`config.mk`:
```
export PLATFORM = sky130hd
export DESIGN_NAME = hcsr04_sequencer
export DESIGN_NICKNAME = d
export VERILOG_FILES = /design/src/rtl/hcsr04_sequencer.sv
export SDC_FILE = /design/constraint.sdc
export NUM_CORES = 1
export LEC_CHECK = 0
export BUFFER_PORTS_ARGS = -buffer_cell sky130_fd_sc_hd__buf_2
export CAP_MARGIN = 20
export CORE_ASPECT_RATIO = 1.2
export CORE_UTILIZATION = 60
export CTS_BUF_LIST = sky130_fd_sc_hd__clkbuf_16
export DETAILED_ROUTE_END_ITERATION = 8
export GPL_ROUTABILITY_DRIVEN = 0
export GPL_TIMING_DRIVEN = 1
export PLACE_DENSITY = 0.78
export REMOVE_ABC_BUFFERS = 1
export SLEW_MARGIN = 20
export SYNTH_ARGS = -nofsm -noshare
export SYNTH_HDL_FRONTEND = slang
export SYNTH_SLANG_ARGS = --single-unit
```
`constraint.sdc`:
```
create_clock -name clk -period 3.43 [get_ports clk]
set_input_delay 0.5145 -clock clk [delete_from_list [all_inputs] [get_ports clk]]
set_output_delay 0.5145 -clock clk [all_outputs]
set_load 0.05 [all_outputs]
```
`src/rtl/hcsr04_sequencer.sv`:
```
// Single-channel HC-SR04 ranging sequencer: trigger, echo timing with timeouts, echo width to BCD mm; `MEAS_BIN_EN adds a binary mm output.
// Latency: echo is seen 2 clk late (2-flop sync), valid follows the synchronised falling edge by one cycle; start is dropped (not queued) while busy.
module hcsr04_sequencer #(
    parameter int TICK_DIV   = 1,
    parameter int TRIG_US    = 10,
    parameter int TIMEOUT_US = 30000,
    parameter int PERIOD_US  = 60000
) (
    input  logic        clk,
    input  logic        rst,
    input  logic        start,
    input  logic        auto_en,
    input  logic        echo,
    output logic        trig,
    output logic        busy,
    output logic [15:0] dist_bcd,
    output logic        valid,
    output logic        timeout,
    output logic        ovf
`ifdef MEAS_BIN_EN
    ,
    output logic [13:0] dist_mm
`endif
);

    localparam int            TW        = (TICK_DIV > 1) ? $clog2(TICK_DIV) : 1;
    localparam logic [TW-1:0] TICK_LAST = TW'(TICK_DIV - 1);
    localparam logic [31:0]   TRIG_LAST = 32'(TRIG_US - 1);
    localparam logic [31:0]   TMO_LAST  = 32'(TIMEOUT_US - 1);
    localparam logic [31:0]   PERIOD_N  = 32'(PERIOD_US);

    localparam logic [2:0] ST_IDLE = 3'd0;
    localparam logic [2:0] ST_TRIG = 3'd1;
    localparam logic [2:0] ST_WAIT = 3'd2;
    localparam logic [2:0] ST_MEAS = 3'd3;
    localparam logic [2:0] ST_DONE = 3'd4;
    localparam logic [2:0] ST_FAIL = 3'd5;
    localparam logic [2:0] ST_HOLD = 3'd6;

    logic [2:0]    state_q, state_d;
    logic          echo_s1_q, echo_s2_q, echo_prev_q;
    logic [TW-1:0] tick_cnt_q, tick_cnt_d;
    logic [31:0]   tmr_q, tmr_d;
    logic [31:0]   period_q, period_d;
    logic [2:0]    pre_cnt_q, pre_cnt_d;
    logic [2:0]    pre_ph_q, pre_ph_d;
    logic [2:0]    step_last;
    logic [15:0]   bcd_q, bcd_d;
    logic [15:0]   dist_q, dist_d;
    logic          sat_q, sat_d;
    logic          to_q, to_d;
    logic          ovf_q, ovf_d;
`ifdef MEAS_BIN_EN
    logic [13:0]   mm_q, mm_d;
    logic [13:0]   dist_mm_q, dist_mm_d;
`endif
    logic          tick, rise, fall, tmo_hit, period_done;
    logic          enter_trig, enter_meas, mm_step;

    function automatic logic [15:0] bcd_inc(input logic [15:0] v);
        logic [15:0] r;
        logic        c;
        r = v;
        c = 1'b1;
        for (int i = 0; i < 4; i++) begin
            if (c) begin
                if (r[4*i +: 4] == 4'd9) begin
                    r[4*i +: 4] = 4'd0;
                end else begin
                    r[4*i +: 4] = r[4*i +: 4] + 4'd1;
                    c = 1'b0;
                end
            end
        end
        return r;
    endfunction

    always_comb begin
        rise        = echo_s2_q & ~echo_prev_q;
        fall        = ~echo_s2_q & echo_prev_q;
        tick        = (state_q != ST_IDLE) && (tick_cnt_q == TICK_LAST);
        tmo_hit     = tick && (tmr_q == TMO_LAST);
        period_done = (period_q >= PERIOD_N) || (tick && (period_q == PERIOD_N - 32'd1));

        state_d = state_q;
        case (state_q)
            ST_IDLE: if (start || auto_en) state_d = ST_TRIG;
            ST_TRIG: if (tick && (tmr_q == TRIG_LAST)) state_d = ST_WAIT;
            ST_WAIT: begin
                if (rise)         state_d = ST_MEAS;
                else if (tmo_hit) state_d = ST_FAIL;
            end
            // a falling edge coinciding with the timeout still counts as a result
            ST_MEAS: begin
                if (fall)         state_d = ST_DONE;
                else if (tmo_hit) state_d = ST_FAIL;
            end
            ST_DONE, ST_FAIL: state_d = ST_HOLD;
            ST_HOLD: if (period_done) state_d = auto_en ? ST_TRIG : ST_IDLE;
            default: state_d = ST_IDLE;
        endcase

        enter_trig = (state_d == ST_TRIG) && (state_q != ST_TRIG);
        enter_meas = (state_d == ST_MEAS) && (state_q != ST_MEAS);

        if (enter_trig || (state_q == ST_IDLE) || tick) tick_cnt_d = '0;
        else                                            tick_cnt_d = tick_cnt_q + TW'(1);

        if (state_d != state_q) tmr_d = '0;
        else if (tick)          tmr_d = tmr_q + 32'd1;
        else                    tmr_d = tmr_q;

        if (enter_trig)                          period_d = '0;
        else if (tick && (period_q < PERIOD_N))  period_d = period_q + 32'd1;
        else                                     period_d = period_q;

        // 6,6,6,6,5 ticks per mm step: 29 us of echo = 5 mm
        step_last = (pre_ph_q == 3'd4) ? 3'd4 : 3'd5;
        mm_step   = 1'b0;
        pre_cnt_d = pre_cnt_q;
        pre_ph_d  = pre_ph_q;
        bcd_d     = bcd_q;
        sat_d     = sat_q;
`ifdef MEAS_BIN_EN
        mm_d      = mm_q;
`endif
        if (enter_meas) begin
            pre_cnt_d = '0;
            pre_ph_d  = '0;
            bcd_d     = '0;
            sat_d     = 1'b0;
`ifdef MEAS_BIN_EN
            mm_d      = '0;
`endif
        end else if ((state_q == ST_MEAS) && tick) begin
            if (pre_cnt_q == step_last) begin
                mm_step   = 1'b1;
                pre_cnt_d = '0;
                pre_ph_d  = (pre_ph_q == 3'd4) ? 3'd0 : pre_ph_q + 3'd1;
            end else begin
                pre_cnt_d = pre_cnt_q + 3'd1;
            end
        end

        if (mm_step) begin
            if (bcd_q == 16'h9999) sat_d = 1'b1;
            else                   bcd_d = bcd_inc(bcd_q);
`ifdef MEAS_BIN_EN
            if (mm_q != 14'd9999)  mm_d  = mm_q + 14'd1;
`endif
        end

        dist_d = dist_q;
        to_d   = to_q;
        ovf_d  = ovf_q;
`ifdef MEAS_BIN_EN
        dist_mm_d = dist_mm_q;
`endif
        // results are latched on entry so they are already stable while valid is high
        if ((state_q == ST_MEAS) && (state_d == ST_DONE)) begin
            dist_d = bcd_d;
            ovf_d  = sat_d;
            to_d   = 1'b0;
`ifdef MEAS_BIN_EN
            dist_mm_d = mm_d;
`endif
        end else if ((state_d == ST_FAIL) && (state_q != ST_FAIL)) begin
            to_d  = 1'b1;
            ovf_d = 1'b0;
        end
    end

    always_ff @(posedge clk) begin
        if (rst) begin
            state_q     <= ST_IDLE;
            echo_s1_q   <= 1'b0;
            echo_s2_q   <= 1'b0;
            echo_prev_q <= 1'b0;
            tick_cnt_q  <= '0;
            tmr_q       <= '0;
            period_q    <= '0;
            pre_cnt_q   <= '0;
            pre_ph_q    <= '0;
            bcd_q       <= '0;
            sat_q       <= 1'b0;
            dist_q      <= '0;
            to_q        <= 1'b0;
            ovf_q       <= 1'b0;
`ifdef MEAS_BIN_EN
            mm_q        <= '0;
            dist_mm_q   <= '0;
`endif
        end else begin
            state_q     <= state_d;
            echo_s1_q   <= echo;
            echo_s2_q   <= echo_s1_q;
            echo_prev_q <= echo_s2_q;
            tick_cnt_q  <= tick_cnt_d;
            tmr_q       <= tmr_d;
            period_q    <= period_d;
            pre_cnt_q   <= pre_cnt_d;
            pre_ph_q    <= pre_ph_d;
            bcd_q       <= bcd_d;
            sat_q       <= sat_d;
            dist_q      <= dist_d;
            to_q        <= to_d;
            ovf_q       <= ovf_d;
`ifdef MEAS_BIN_EN
            mm_q        <= mm_d;
            dist_mm_q   <= dist_mm_d;
`endif
        end
    end

    assign trig     = (state_q == ST_TRIG);
    assign busy     = (state_q != ST_IDLE);
    assign valid    = (state_q == ST_DONE) || (state_q == ST_FAIL);
    assign dist_bcd = dist_q;
    assign timeout  = to_q;
    assign ovf      = ovf_q;
`ifdef MEAS_BIN_EN
    assign dist_mm  = dist_mm_q;
`endif

endmodule

```
Yosys cells after proc, flatten, opt, wreduce, memory -nomap -nowiden
Index checks and enable logic that the tools add are counted.

Input port bits: 5. Register bits: 112. Logic and storage cells: 119.

Bitwise operators: 5. Muxes and demuxes: 40. Reductions and logical operators: 25. $add $sub $neg: 9. Magnitude comparators: 2. Equal/unequal tests: 24.

Operators by type and width (number): $add 32x1->32 const B (2); $mux 16 (3); $eq 32x15->1 const B (1); $eq 32x16->1 const B (1); $eq 32x4->1 const B (1); $ge 32x16->1 const B (1); $lt 32x16->1 const B (1); $mux 4 (7); $mux 3 (8); $mux 1 (21); $eq 3x3->1 const B (6); $pmux 3 s6 (1); $add 4x1->4 const B (4); $eq 16x16->1 const B (1); $eq 4x4->1 const B (4); $reduce_or 2->1 (6); $logic_and 1x1->1 (10); $eq 3x2->1 const B (3); $add 3x1->3 const B (2); $eq 3x1->1 const B (2); $logic_or 1x1->1 (5); $eq 3x3->1 (1); $logic_not 3->1 (1); $ne 3x1->1 const B (1); 9 further kinds (12).

Depth between registers and ports, before layout
Depth in word-level cells: 19. Mapped depth: 10. Gate-level depth less buffers: 8.

Worst setup path after synthesis
OpenSTA, ideal clock, no wires.

Path type: register to register. Start: reg state_q[2]. End: reg period_q[4]. Slack: 0.538 ns. Clock period less this slack: 2.892 ns. Arrival time: 2.807 ns. Stages on the path, launching flop included: 9. Library setup time: 0.086 ns. Required time: 3.344 ns. Cells stage by stage: dfxtp_1 > buf_4 > nor3b_1 > and4_1 > a311oi_1 > and3_1 > buf_2 > buf_2 > a211oi_1.

Elaborated cells on any way between the ends: 26.

RTL lines: start, declared (RTL line 40) `logic [2:0] state_q, state_d;`; start signal, assigned (RTL line 194) `state_q <= state_d;`; $eq 3x1->1; named net trig (RTL line 14) `output logic trig,`; $pmux 3 s6 (RTL line 86) `case (state_q)`; $eq 3x1->1 (RTL line 103) `enter_trig = (state_d == ST_TRIG) && (state_q != ST_TRIG);`; $logic_and 1x1->1 (RTL line 103); $reduce_or 2->1 (no line); end signal, assigned (RTL line 200) `period_q <= period_d;`; end, declared (RTL line 44) `logic [31:0] period_q, period_d;`.

The timed path passes the listed nets, and every way through them passes these cells. A chain may end at the register's enable or synchronous reset.

Worst setup path after layout
Start: reg state_q[0]. End: reg dist_q[9] (netlist: dist_bcd[9]).

Word-level cells in the longest chain between the ends: 11. Elaborated cells on any way between the ends: 32.

RTL lines: $reduce_bool 3->1 (RTL line 81) `tick = (state_q != ST_IDLE) && (tick_cnt_q == TICK_LAST);`; $logic_and 1x1->1 (RTL line 81); $logic_and 1x1->1 (on tied branches) (RTL line 82, 83); $mux 3 / $logic_or 1x1->1 (equally long branches) (RTL line 91, 96, 83); $mux 3 (on tied branches) (RTL line 95, 90, 99); $pmux 3 s6 (RTL line 86); $eq 3x2->1 (RTL line 104) `enter_meas = (state_d == ST_MEAS) && (state_q != ST_MEAS);`; $logic_and 1x1->1 (RTL line 104); $mux 16 (RTL line 127) `if (enter_meas) begin`; $mux 16 (RTL line 146) `if (bcd_q == 16'h9999) sat_d = 1'b1;`; $mux 16 (RTL line 145) `if (mm_step) begin`; end signal, assigned (RTL line 205) `dist_q <= dist_d;`; end, declared (RTL line 49) `logic [15:0] dist_q, dist_d;`.

Parallel ways exist; a longest one is shown, timed or not.

==> results_dict.tcl <==
set metrics [dict create \
    antenna_found_initial 0 \
    finalHoldViolCount 0 \
    fillCellCount 762 \
    worst_slew_pin_slew_ns 0.644 \
    clk_pin_slew_ns 0.07 \
    netlist_top_cells_area "dfxtp_1 40%, nor3_2 3.9%, a211oi_1 3.7%" \
    drc 0 \
    ys_seq_area_share_pct 39.9 \
    clock-sinks 112 \
    fmax_mhz 369 \
    arrival_ns 2.93 \
    place_ws_ns 0.770 \
    syn_area_mm2 0.00562 \
    synth_edf_count 0 \
    min_path_type "in2reg" \
    hold_buffers 0 \
    seq_area_mm2 0.00224 \
    finalSetupTns_ns 0 \
    antennaDiodeCount 0 \
    yosysUniqueCellTypes 67 \
    worstSetupPathType "reg2reg" \
    grt-ovfl-total 0 \
    worstPathRequired_ns 3.66 \
    fin_skew_ns 0.00653 \
    start_util_pct 61.8 \
    fin_crit_ns 2.71 \
    die_area_mm2 0.00975 \
    worst_setup_path_start_kind "register" \
    dpl-instance-area_mm2 0.00581 \
    leakage_nw 2.03 \
    drv_cap 0 \
    synth.top_cell.area_share_pct 39.9 \
    cts.path.max_buffers 2 \
    via_count 4556 \
    ys.flop_type "dfxtp_1" \
    outcome "completed" \
    cts-buffers-inserted 9 \
    cts_tree "done" \
    yosysTopAreaCell "dfxtp_1" \
    ir_worst_vdd_v 0.000266 \
    finalMaxSlewViolations 0 \
    crit_chain "nand4bb_1, a2111oi_4, a21boi_4, nor2_1, buf_4, a221oi_2, nor3_1" \
    synth_cells 627 \
    slowest_delay_ns 0.67 \
    endpoint_kind "register" \
    fin_area_mm2 0.00606 \
    drt_iter0_drc 240 \
    dieHeight_um 108 \
    syn_avg_cell_area_um2 8.96 \
    drtAntennaViolNets 0 \
    htree_levels 3 \
    io_pins 26 \
    wl_um 11200 \
    root_buffer "clkbuf_16" \
    setup_ws_ns 0.723 \
    post_cts.repair.setup_buffers 0 \
    num_rows 38 \
    grt_max_degree 44 \
    via_per_inst 5.99 \
    core_mm2 0.00908 \
    multi_input_area_mm2 0.00315 \
    crit_fanout 15 \
    die-width_um 90.3 \
    first_pass_iters 5 \
    wire_per_inst_um 14.7 \
    finalNetCount 649 \
    post-route-util_pct 66.8 \
    synth-seq-cells 112 \
    dp_hpwl_um 7670 \
    ctsResizeCount 0 \
    cpMaxStageDelayCell "dfxtp_1" \
    ys_top_cells_by_count "112 x dfxtp_1, 52 x nor2_1, 42 x a21oi_1" \
    rsz0062_at_grt "no" \
    grt_pass1_vias 4301 \
    clkLatencyLatePin_ns 0.35 \
    drive_above_1_share_pct 13.9 \
    synthToLayoutAreaGrowth_pct 7.98 \
    yosysMostFrequentCell "dfxtp_1" \
    setup_viol 0 \
    ys_warn_count 0 \
    cellPowerDensity_mw_per_mm2 386 \
    port_buffers 25 \
    slew-limit-headroom_pct 56.5 \
    fin_crit_sh_pct 78.9 \
    track_usage_pct 24.0 \
    grt_first_pass_wirelength_um 19200 \
    async_reset_ff_share_pct 0 \
]
kinds of logic after synthesis:
family	share of synthesized area, %
other	0.0668
adders and majority gates	1.56
and+or+nand+nor	29.9
AOI/OAI and AO/OA	16.2
buffers and inverters	4.23
muxes	0.758
DFF	39.9
xor gates and xnor gates	7.33
state kept, by name (all words and copies together), names as in the netlist:
register	count
period_q	32
echo_s2_q	1
ovf	1
tick_cnt_q	1
pre_cnt_q	3
tmr_q	32
echo_s1_q	1
sat_q	1
echo_prev_q	1
timeout	1
dist_bcd	16
bcd_q	16
state_q	3
pre_ph_q	3
metal layers:
metal / part of all wire [%] / up-vias / GRT usage [%] / wire length [um]
met5: 0 / - / 0 / 0
met4: 2.0 / 0 / 13.8 / 227
met3: 2.8 / 16 / 3.45 / 312
met2: 50 / 89 / 41.5 / 5610
met1: 45 / 2164 / 28.7 / 5050
li1: - / 2287 / - / -
worst max-delay path: cells and delay by family (launching register included):
family | cells | cell delay [ns]
flops | 1 | 0.67
simple gates | 3 | 0.54
compound gates | 3 | 1.19
buf+inv | 1 | 0.20
path summary, 6_finish.rpt:
check / from / to / slack [ns] / cells past startpoint
max reg2reg: state_q[0]$_SDFF_PP0_ / dist_bcd[9]$_SDFFE_PP0P_ / 0.72 / 7
min reg2reg: echo_s1_q$_SDFF_PP0_ / echo_s2_q$_SDFF_PP0_ / 0.44 / 1
max: state_q[0]$_SDFF_PP0_ / dist_bcd[9]$_SDFFE_PP0P_ / 0.72 / 7
min: echo / echo_s1_q$_SDFF_PP0_ / 0.38 / 2
per-stage QoR:
step / instances / hold WS, ns / total power [W]
5_1_grt: 761 / 0.383 / 0.00242
3_5_place_dp: 746 / 0.433 / 0.00144
3_3_place_gp: 746 / 0.427 / 0.00144
4_1_cts: 761 / 0.371 / 0.00236
2_1_floorplan: 592 / 0.414 / 0.00140
6_report: 761 / 0.375 / 0.00234
report_power, final:
group	internal (W)	total, W	switching (W)	leakage [nW]
clock network	0.000479	0.000923	0.000444	0.133
registers	0.00130	0.00131	0.00000914	0.903
logic	0.0000285	0.000102	0.0000735	0.995
total	0.00181	0.00234	0.000526	2.03
cell type report:
type | instances | share of cell area, %
Clock buffer | 9 | 3.71
Clock inverter | 6 | 0.516
Inverter | 19 | 1.18
Multi-Input combinational cell | 461 | 52.0
Sequential cell | 112 | 37.0
Tap cell | 120 | 2.48
Timing Repair Buffer | 34 | 3.18
cells in the final DEF, fill, tap and decap left out, types with 3 or more instances in the layout:
master / netlist / layout
buf_2: 19 / 25
nand4_1: 13 / 13
a21oi_1: 42 / 42
and3_1: 10 / 10
xor2_1: 23 / 23
clkbuf_16: 0 / 9
xnor2_1: 24 / 24
nor4b_1: 3 / 3
nor4_1: 14 / 14
nand3_1: 24 / 24
and4b_1: 3 / 3
nand4b_1: 5 / 5
o21ai_1: 9 / 9
nor2_1: 52 / 52
and2_1: 4 / 4
nor3b_1: 5 / 5
nand2_1: 37 / 37
nand3b_1: 3 / 3
nor2b_1: 13 / 13
a21o_1: 3 / 3
ha_1: 7 / 7
nor3_2: 22 / 22
buf_4: 1 / 9
dfxtp_1: 112 / 112
and4_1: 10 / 10
a211o_1: 3 / 3
a31oi_1: 3 / 3
nand2b_1: 22 / 22
a311oi_1: 6 / 6
o21ai_0: 8 / 8
nor3_1: 22 / 22
or3_1: 3 / 3
inv_1: 19 / 22
a211oi_1: 28 / 28
Note: power is estimated with default switching activity, not from simulation.
